**config.mk**
```make
export PLATFORM = sky130hd
export DESIGN_NAME = shifter_arbiter_flat
export DESIGN_NICKNAME = d
export VERILOG_FILES = /design/src/rtl/shifter_arbiter_if.sv /design/src/rtl/shifter_arbiter.sv /design/src/flat_wrapper.sv
export SDC_FILE = /design/constraint.sdc
export NUM_CORES = 1
export LEC_CHECK = 0
export ABC_AREA = 0
export CAP_MARGIN = 0
export CORE_ASPECT_RATIO = 0.6
export CORE_MARGIN = 10
export CORE_UTILIZATION = 42
export DETAILED_ROUTE_END_ITERATION = 10
export PLACE_DENSITY = 0.94
export SLEW_MARGIN = 10
export SYNTH_ARGS = -nofsm -noshare
export SYNTH_HDL_FRONTEND = slang
export SYNTH_SLANG_ARGS = --single-unit
```
**constraint.sdc**
```tcl
create_clock -name clk -period 2.78 [get_ports clk]
set_input_delay 0.278 -clock clk [delete_from_list [all_inputs] [get_ports clk]]
set_output_delay 0.278 -clock clk [all_outputs]
set_load 0.02 [all_outputs]
```
**src/rtl/shifter_arbiter_if.sv**
```systemverilog
// Bus bundle for shifter_arbiter: two request channels, the tagged response
// channel and the link to the external barrel shifter.
interface shifter_arbiter_if #(
  parameter int N = 16,
  parameter int C = 4
);
  logic         req0_valid;
  logic         req0_ready;
  logic [N-1:0] req0_data;
  logic [C-1:0] req0_cnt;
  logic [1:0]   req0_op;

  logic         req1_valid;
  logic         req1_ready;
  logic [N-1:0] req1_data;
  logic [C-1:0] req1_cnt;
  logic [1:0]   req1_op;

  logic         rsp_valid;
  logic         rsp_ready;
  logic         rsp_id;
  logic [N-1:0] rsp_data;

  logic [N-1:0] sh_in;
  logic [C-1:0] sh_cnt;
  logic [1:0]   sh_op;
  logic [N-1:0] sh_out;

  modport slave (
    input  req0_valid, req0_data, req0_cnt, req0_op,
    output req0_ready,
    input  req1_valid, req1_data, req1_cnt, req1_op,
    output req1_ready,
    output rsp_valid, rsp_id, rsp_data,
    input  rsp_ready,
    output sh_in, sh_cnt, sh_op,
    input  sh_out
  );

  modport master (
    output req0_valid, req0_data, req0_cnt, req0_op,
    input  req0_ready,
    output req1_valid, req1_data, req1_cnt, req1_op,
    input  req1_ready,
    input  rsp_valid, rsp_id, rsp_data,
    output rsp_ready,
    input  sh_in, sh_cnt, sh_op,
    output sh_out
  );
endinterface

```
**src/rtl/shifter_arbiter.sv**
```systemverilog
// Shares one external barrel shifter between two requesters and returns tagged results.
// Define SHARB_ROUND_ROBIN_EN for round-robin tie-breaking; default is fixed priority to port 0.
//
// state | meaning
// IDLE  | waiting for a request; ready goes to the granted port
// SHIFT | operands registered onto sh_*; sh_out captured at end of cycle
// RESP  | result held on rsp_* until the consumer takes it
module shifter_arbiter #(
  parameter int N = 16,
  parameter int C = 4
) (
  input logic             clk,
  input logic             rst_n,
  shifter_arbiter_if.slave bus
);

  typedef enum logic [1:0] {
    IDLE  = 2'd0,
    SHIFT = 2'd1,
    RESP  = 2'd2
  } state_t;

  state_t       state;
  state_t       state_nxt;
  logic         grant;
  logic         accept;
  logic         ready0;
  logic         ready1;
  logic         any_valid;

  logic [N-1:0] sel_data;
  logic [C-1:0] sel_cnt;
  logic [1:0]   sel_op;

  logic [N-1:0] opd_data;
  logic [C-1:0] opd_cnt;
  logic [1:0]   opd_op;
  logic [N-1:0] rsp_data_q;
  logic         rsp_id_q;

  assign any_valid = bus.req0_valid | bus.req1_valid;

`ifdef SHARB_ROUND_ROBIN_EN
  logic last_grant;

  // On a tie the port that lost last time wins; reset value lets port 0 win first.
  always_comb begin
    grant = 1'b0;
    if (bus.req0_valid && bus.req1_valid) grant = ~last_grant;
    else if (bus.req1_valid)              grant = 1'b1;
  end

  always_ff @(posedge clk or negedge rst_n) begin
    if (!rst_n)      last_grant <= 1'b1;
    else if (accept) last_grant <= grant;
  end
`else
  assign grant = bus.req1_valid & ~bus.req0_valid;
`endif

  assign sel_data = grant ? bus.req1_data : bus.req0_data;
  assign sel_cnt  = grant ? bus.req1_cnt  : bus.req0_cnt;
  assign sel_op   = grant ? bus.req1_op   : bus.req0_op;

  always_ff @(posedge clk or negedge rst_n) begin
    if (!rst_n) state <= IDLE;
    else        state <= state_nxt;
  end

  always_comb begin
    state_nxt = state;
    accept    = 1'b0;
    ready0    = 1'b0;
    ready1    = 1'b0;
    case (state)
      IDLE: begin
        if (any_valid) begin
          accept    = 1'b1;
          ready0    = ~grant;
          ready1    = grant;
          state_nxt = (sel_cnt != '0) ? SHIFT : RESP;
        end
      end
      SHIFT: state_nxt = RESP;
      RESP: begin
        if (bus.rsp_ready) state_nxt = IDLE;
      end
      default: state_nxt = IDLE;
    endcase
  end

  // A zero count bypasses the shifter, so the operand registers keep their old value.
  always_ff @(posedge clk or negedge rst_n) begin
    if (!rst_n) begin
      opd_data   <= '0;
      opd_cnt    <= '0;
      opd_op     <= '0;
      rsp_data_q <= '0;
      rsp_id_q   <= 1'b0;
    end else begin
      if (accept) begin
        rsp_id_q <= grant;
        if (sel_cnt != '0) begin
          opd_data <= sel_data;
          opd_cnt  <= sel_cnt;
          opd_op   <= sel_op;
        end else begin
          rsp_data_q <= sel_data;
        end
      end
      if (state == SHIFT) rsp_data_q <= bus.sh_out;
    end
  end

  assign bus.req0_ready = ready0;
  assign bus.req1_ready = ready1;
  assign bus.rsp_valid  = (state == RESP);
  assign bus.rsp_id     = rsp_id_q;
  assign bus.rsp_data   = rsp_data_q;
  assign bus.sh_in      = opd_data;
  assign bus.sh_cnt     = opd_cnt;
  assign bus.sh_op      = opd_op;

endmodule

```
**src/flat_wrapper.sv**
```systemverilog
// flat-port wrapper written by rule: the top's interface ports become plain ports
module shifter_arbiter_flat 
#(
  parameter int N = 16,
  parameter int C = 4
)
  (clk, rst_n, bus_req0_valid, bus_req0_data, bus_req0_cnt, bus_req0_op, bus_req0_ready, bus_req1_valid, bus_req1_data, bus_req1_cnt, bus_req1_op, bus_req1_ready, bus_rsp_valid, bus_rsp_id, bus_rsp_data, bus_rsp_ready, bus_sh_in, bus_sh_cnt, bus_sh_op, bus_sh_out);
  shifter_arbiter_if #(.N(N), .C(C)) bus_i ();
  input logic clk;
  input logic rst_n;
  input wire logic [$bits(bus_i.req0_valid)-1:0] bus_req0_valid;
  input wire logic [$bits(bus_i.req0_data)-1:0] bus_req0_data;
  input wire logic [$bits(bus_i.req0_cnt)-1:0] bus_req0_cnt;
  input wire logic [$bits(bus_i.req0_op)-1:0] bus_req0_op;
  output wire logic [$bits(bus_i.req0_ready)-1:0] bus_req0_ready;
  input wire logic [$bits(bus_i.req1_valid)-1:0] bus_req1_valid;
  input wire logic [$bits(bus_i.req1_data)-1:0] bus_req1_data;
  input wire logic [$bits(bus_i.req1_cnt)-1:0] bus_req1_cnt;
  input wire logic [$bits(bus_i.req1_op)-1:0] bus_req1_op;
  output wire logic [$bits(bus_i.req1_ready)-1:0] bus_req1_ready;
  output wire logic [$bits(bus_i.rsp_valid)-1:0] bus_rsp_valid;
  output wire logic [$bits(bus_i.rsp_id)-1:0] bus_rsp_id;
  output wire logic [$bits(bus_i.rsp_data)-1:0] bus_rsp_data;
  input wire logic [$bits(bus_i.rsp_ready)-1:0] bus_rsp_ready;
  output wire logic [$bits(bus_i.sh_in)-1:0] bus_sh_in;
  output wire logic [$bits(bus_i.sh_cnt)-1:0] bus_sh_cnt;
  output wire logic [$bits(bus_i.sh_op)-1:0] bus_sh_op;
  input wire logic [$bits(bus_i.sh_out)-1:0] bus_sh_out;
  assign bus_i.req0_valid = bus_req0_valid;
  assign bus_i.req0_data = bus_req0_data;
  assign bus_i.req0_cnt = bus_req0_cnt;
  assign bus_i.req0_op = bus_req0_op;
  assign bus_req0_ready = bus_i.req0_ready;
  assign bus_i.req1_valid = bus_req1_valid;
  assign bus_i.req1_data = bus_req1_data;
  assign bus_i.req1_cnt = bus_req1_cnt;
  assign bus_i.req1_op = bus_req1_op;
  assign bus_req1_ready = bus_i.req1_ready;
  assign bus_rsp_valid = bus_i.rsp_valid;
  assign bus_rsp_id = bus_i.rsp_id;
  assign bus_rsp_data = bus_i.rsp_data;
  assign bus_i.rsp_ready = bus_rsp_ready;
  assign bus_sh_in = bus_i.sh_in;
  assign bus_sh_cnt = bus_i.sh_cnt;
  assign bus_sh_op = bus_i.sh_op;
  assign bus_i.sh_out = bus_sh_out;
  shifter_arbiter #(.N(N), .C(C)) u_core (.clk(clk), .rst_n(rst_n), .bus(bus_i));
endmodule
```
==> summary.log <==
qor: outcome.status finished clean
qor: critical_path.critical-path-top-delay-family buffers and inverters
qor: critical_path.worst-endpoint-required 2500 ps
qor: grt.antenna_violations_before_repair 0
qor: route.drt_iter0_drc 49
qor: cells_and_area.final_layout_size_suffix_gt1_share 15.1%
qor: critical_path.reg2regPathDepth 4
qor: grt.globalRouteOverflowTotal 0
qor: yosys.synth_top_flop_cell dfrtp_1
qor: yosys.synth-seq-area-share 51.9%
qor: die.effective_utilization_at_floorplan 43.3%
qor: placed_design.pre_cts_ws 533 ps
qor: die.design.die.area 7940 um2
qor: timing.max-slew-margin-rel 39.2%
qor: cells_and_area.area_growth_syn_to_layout 60.5%
qor: cts.clock_sinks 41
qor: flow_run.maxCapViolCount 0
qor: yosys.synthesis.area_per_instance 11.4 um2
qor: cts.clk_pin_slew_worst_paths 80 ps
qor: critical_path.timing.critical_path.fanout_max 7
qor: critical_path.cp_cell_sequence clkdlybuf4s50_1, nor3b_1, clkdlybuf4s50_1
qor: cts.post-cts-setup-buffers 0
qor: timing.min_period 2250 ps
qor: critical_path.critPathKind primary input to output port
qor: yosys.synthesis.instances 174
qor: cts.cts_repair_resize_count 0
qor: cts.clock_path_buffers 2
qor: critical_path.worst_r2r_endpoint u_core.bus.rsp_data[10]
qor: grt.grt_start_max_net_pins 42
qor: cts.cts_root_buffer clkbuf_8
qor: cells_and_area.regArea 1030 um2
qor: cells_and_area.fillerInstances 343
qor: timing.unrepaired_setup_endpoints_after_global_routing false
qor: timing.timing_worst_slew_pin_value 912 ps
qor: route.antenna_left 0
qor: yosys.synth-edff-count 0
qor: critical_path.slowest_stage clkdlybuf4s50_1
qor: power.p_leak 1.36 nW
qor: route.avgViaCountPerCell 5.27
qor: grt.grt_first_pass_wirelength 10400 um
qor: cells_and_area.nNetsFinal 343
qor: route.wire_per_inst 19.3 um
qor: route.drc 0
qor: yosys.synth.net_count 239
qor: yosys.synth.distinct_cells 28
qor: critical_path.timing.critical_path.from_type primary input
qor: critical_path.critical_path.n_buffers_inverters 2
qor: placed_design.port_buffers 106
qor: placed_design.dpl.cell_count 334
qor: yosys.postSynthRegisterBits 41
qor: placed_design.gp_congestion 0.813
qor: cts.cts_hold_buf 0
qor: power.vdd_ir_drop_max 690 uV
qor: critical_path.critical-path-top-cell-by-count clkdlybuf4s50_1
qor: hold_path.hp-class primary input to asynchronous set/reset pin
qor: timing.hold_slack 117 ps
qor: die.area_inside_the_core_boundary 4560 um2
qor: yosys.ys_async_sr_fraction 100%
qor: cts.cts_tree built
qor: cts.insertion_delay 280 ps
qor: critical_path.timing.critical_path.to_type output port
qor: timing.max_clock_freq 0.445 GHz
qor: critical_path.cp_data_arrival_time 1970 ps
qor: yosys.synth_warnings 0
qor: timing.finalMaxSlewViolations 0
qor: yosys.mappedNetlistArea 1980 um2
qor: cells_and_area.multi_input_gate_area 840 um2
qor: timing.clk_skew 9.57 ps
qor: die.die_height 73.1 um
qor: cts.cts_htree_levels 2
qor: route.drtPass1Iterations 6
qor: cells_and_area.antenna_cells_inserted 0
qor: power.power_per_cell_area 1010 nW/um2
qor: critical_path.worst-r2r-setup-slack 1000 ps
qor: grt.first_global_vias 1969
qor: grt.globalRouteTotalUtil 16.6%
qor: die.ports_placed_on_the_boundary 107
qor: placed_design.dp_hpwl 5310 um
qor: timing.report.final.setup_viol 0
qor: timing.tns 0 ps
qor: die.die_w 109 um
qor: cts.cts_inserted_buffers 5
qor: timing.timing.final.hold_violations 0
qor: cells_and_area.post_route_standard_cell_area_excluding_fillers 3170 um2
qor: critical_path.max_stage_delay 720 ps
qor: placed_design.placedInstanceArea 3070 um2
qor: die.row_count 19
qor: timing.crit_share_post_route 80.9%
qor: critical_path.reg2reg_from u_core.state[1]
qor: route.wl 6620 um
qor: cells_and_area.fin_cells 342
qor: route.vias 1802
qor: timing.post-route-worst-setup-slack 531 ps
routing by layer:
metal	track usage [%]	part of all wire, %	vias up
li1	-	-	852
met1	18.8	41	866
met2	28.5	47	80
met3	8.47	12	4
met4	1.75	0.39	0
met5	0	0	-
state kept, by name, indices dropped and copies added, names as in the netlist:
register	flops
u_core.bus.sh_op	2
u_core.bus.rsp_data	16
u_core.bus.rsp_id	1
u_core.bus.sh_cnt	4
u_core.bus.sh_in	16
u_core.state	2
cells in the final DEF (no fill, tap or decap), drive strengths merged, types with 3 or more instances in the layout:
| cell type | Yosys | routed |
|---|---|---|
| o22ai | 9 | 9 |
| a31oi | 13 | 13 |
| clkbuf | 6 | 7 |
| dfrtp | 41 | 41 |
| inv | 11 | 11 |
| nor2 | 10 | 10 |
| mux2i | 13 | 13 |
| clkdlybuf4s50 | 0 | 105 |
| nand2b | 3 | 3 |
| nand2 | 3 | 3 |
| mux2 | 16 | 16 |
| buf | 7 | 5 |
| a221o | 8 | 8 |
| a21oi | 23 | 23 |
layout make-up:
type                    instances  area share [%]
multi-input cells             109            26.5
repair buffers                110            34.2
inverters                      11            1.30
well taps                      63            2.48
flip-flops and latches         41            32.3
clock inverters                 1           0.158
clock buffers                   7            3.04
Yosys cell counts (2+ instances only):
cell | count | share of area, %
a21oi_1 | 23 | 5.8
o22ai_1 | 8 | 2.5
a221o_2 | 7 | 4.0
nor4_4 | 2 | 2.2
nand2_1 | 2 | 0.38
nand2b_1 | 3 | 0.95
dfrtp_1 | 41 | 52
o21ai_0 | 2 | 0.51
mux2i_1 | 13 | 6.6
inv_1 | 11 | 2.1
nor2_1 | 10 | 1.9
buf_2 | 4 | 1.0
clkbuf_1 | 6 | 1.1
a31oi_1 | 13 | 4.1
mux2_2 | 16 | 9.1
power by group:
| group | internal [W] | switching, W | leakage, nW |
|---|---|---|---|
| sequential | 0.000888 | 0.000178 | 0.472 |
| combinational | 0.000847 | 0.000881 | 0.832 |
| clock | 0.000225 | 0.000199 | 0.0542 |
metrics by stage:
stage | utilization (%) | total power (W)
after CTS | 69.5 | 0.00325
after global placement | 67.3 | 0.00275
after detailed placement | 67.3 | 0.00282
final | 69.5 | 0.00322
after floorplan | - | 0.00196
after global routing | 69.5 | 0.00342
worst register-to-register path, cell delays in order (launching register included):
cell,delay (ps)
dfrtp_1,470
nor3b_1,130
a22oi_2,640
nor2_1,130
a221o_2,310
worst max path at each step:
stage / startpoint / to / slack [ps] / cells past startpoint
after floorplan: u_core.state[0] / u_core.bus.rsp_data[0] / 710 / 5
after global placement: bus_req1_valid / bus_req1_ready / 580 / 3
after detailed placement: bus_req1_valid / bus_req1_ready / 530 / 3
after CTS: bus_req1_valid / bus_req1_ready / 530 / 3
after global routing: bus_req0_valid / bus_req0_ready / 350 / 3
final: bus_req0_valid / bus_req0_ready / 530 / 3
logic make-up (layout without fill, tap and decap cells):
family	Yosys count	count (layout)	share of synthesized area (%)
AOI/OAI and AO/OA	58	58	19.6
DFF	41	41	51.9
muxes	29	29	15.7
buffers and inverters	24	129	5.76
and+or+nand+nor	22	22	7.09
Note: power is estimated with default switching activity, not from simulation.
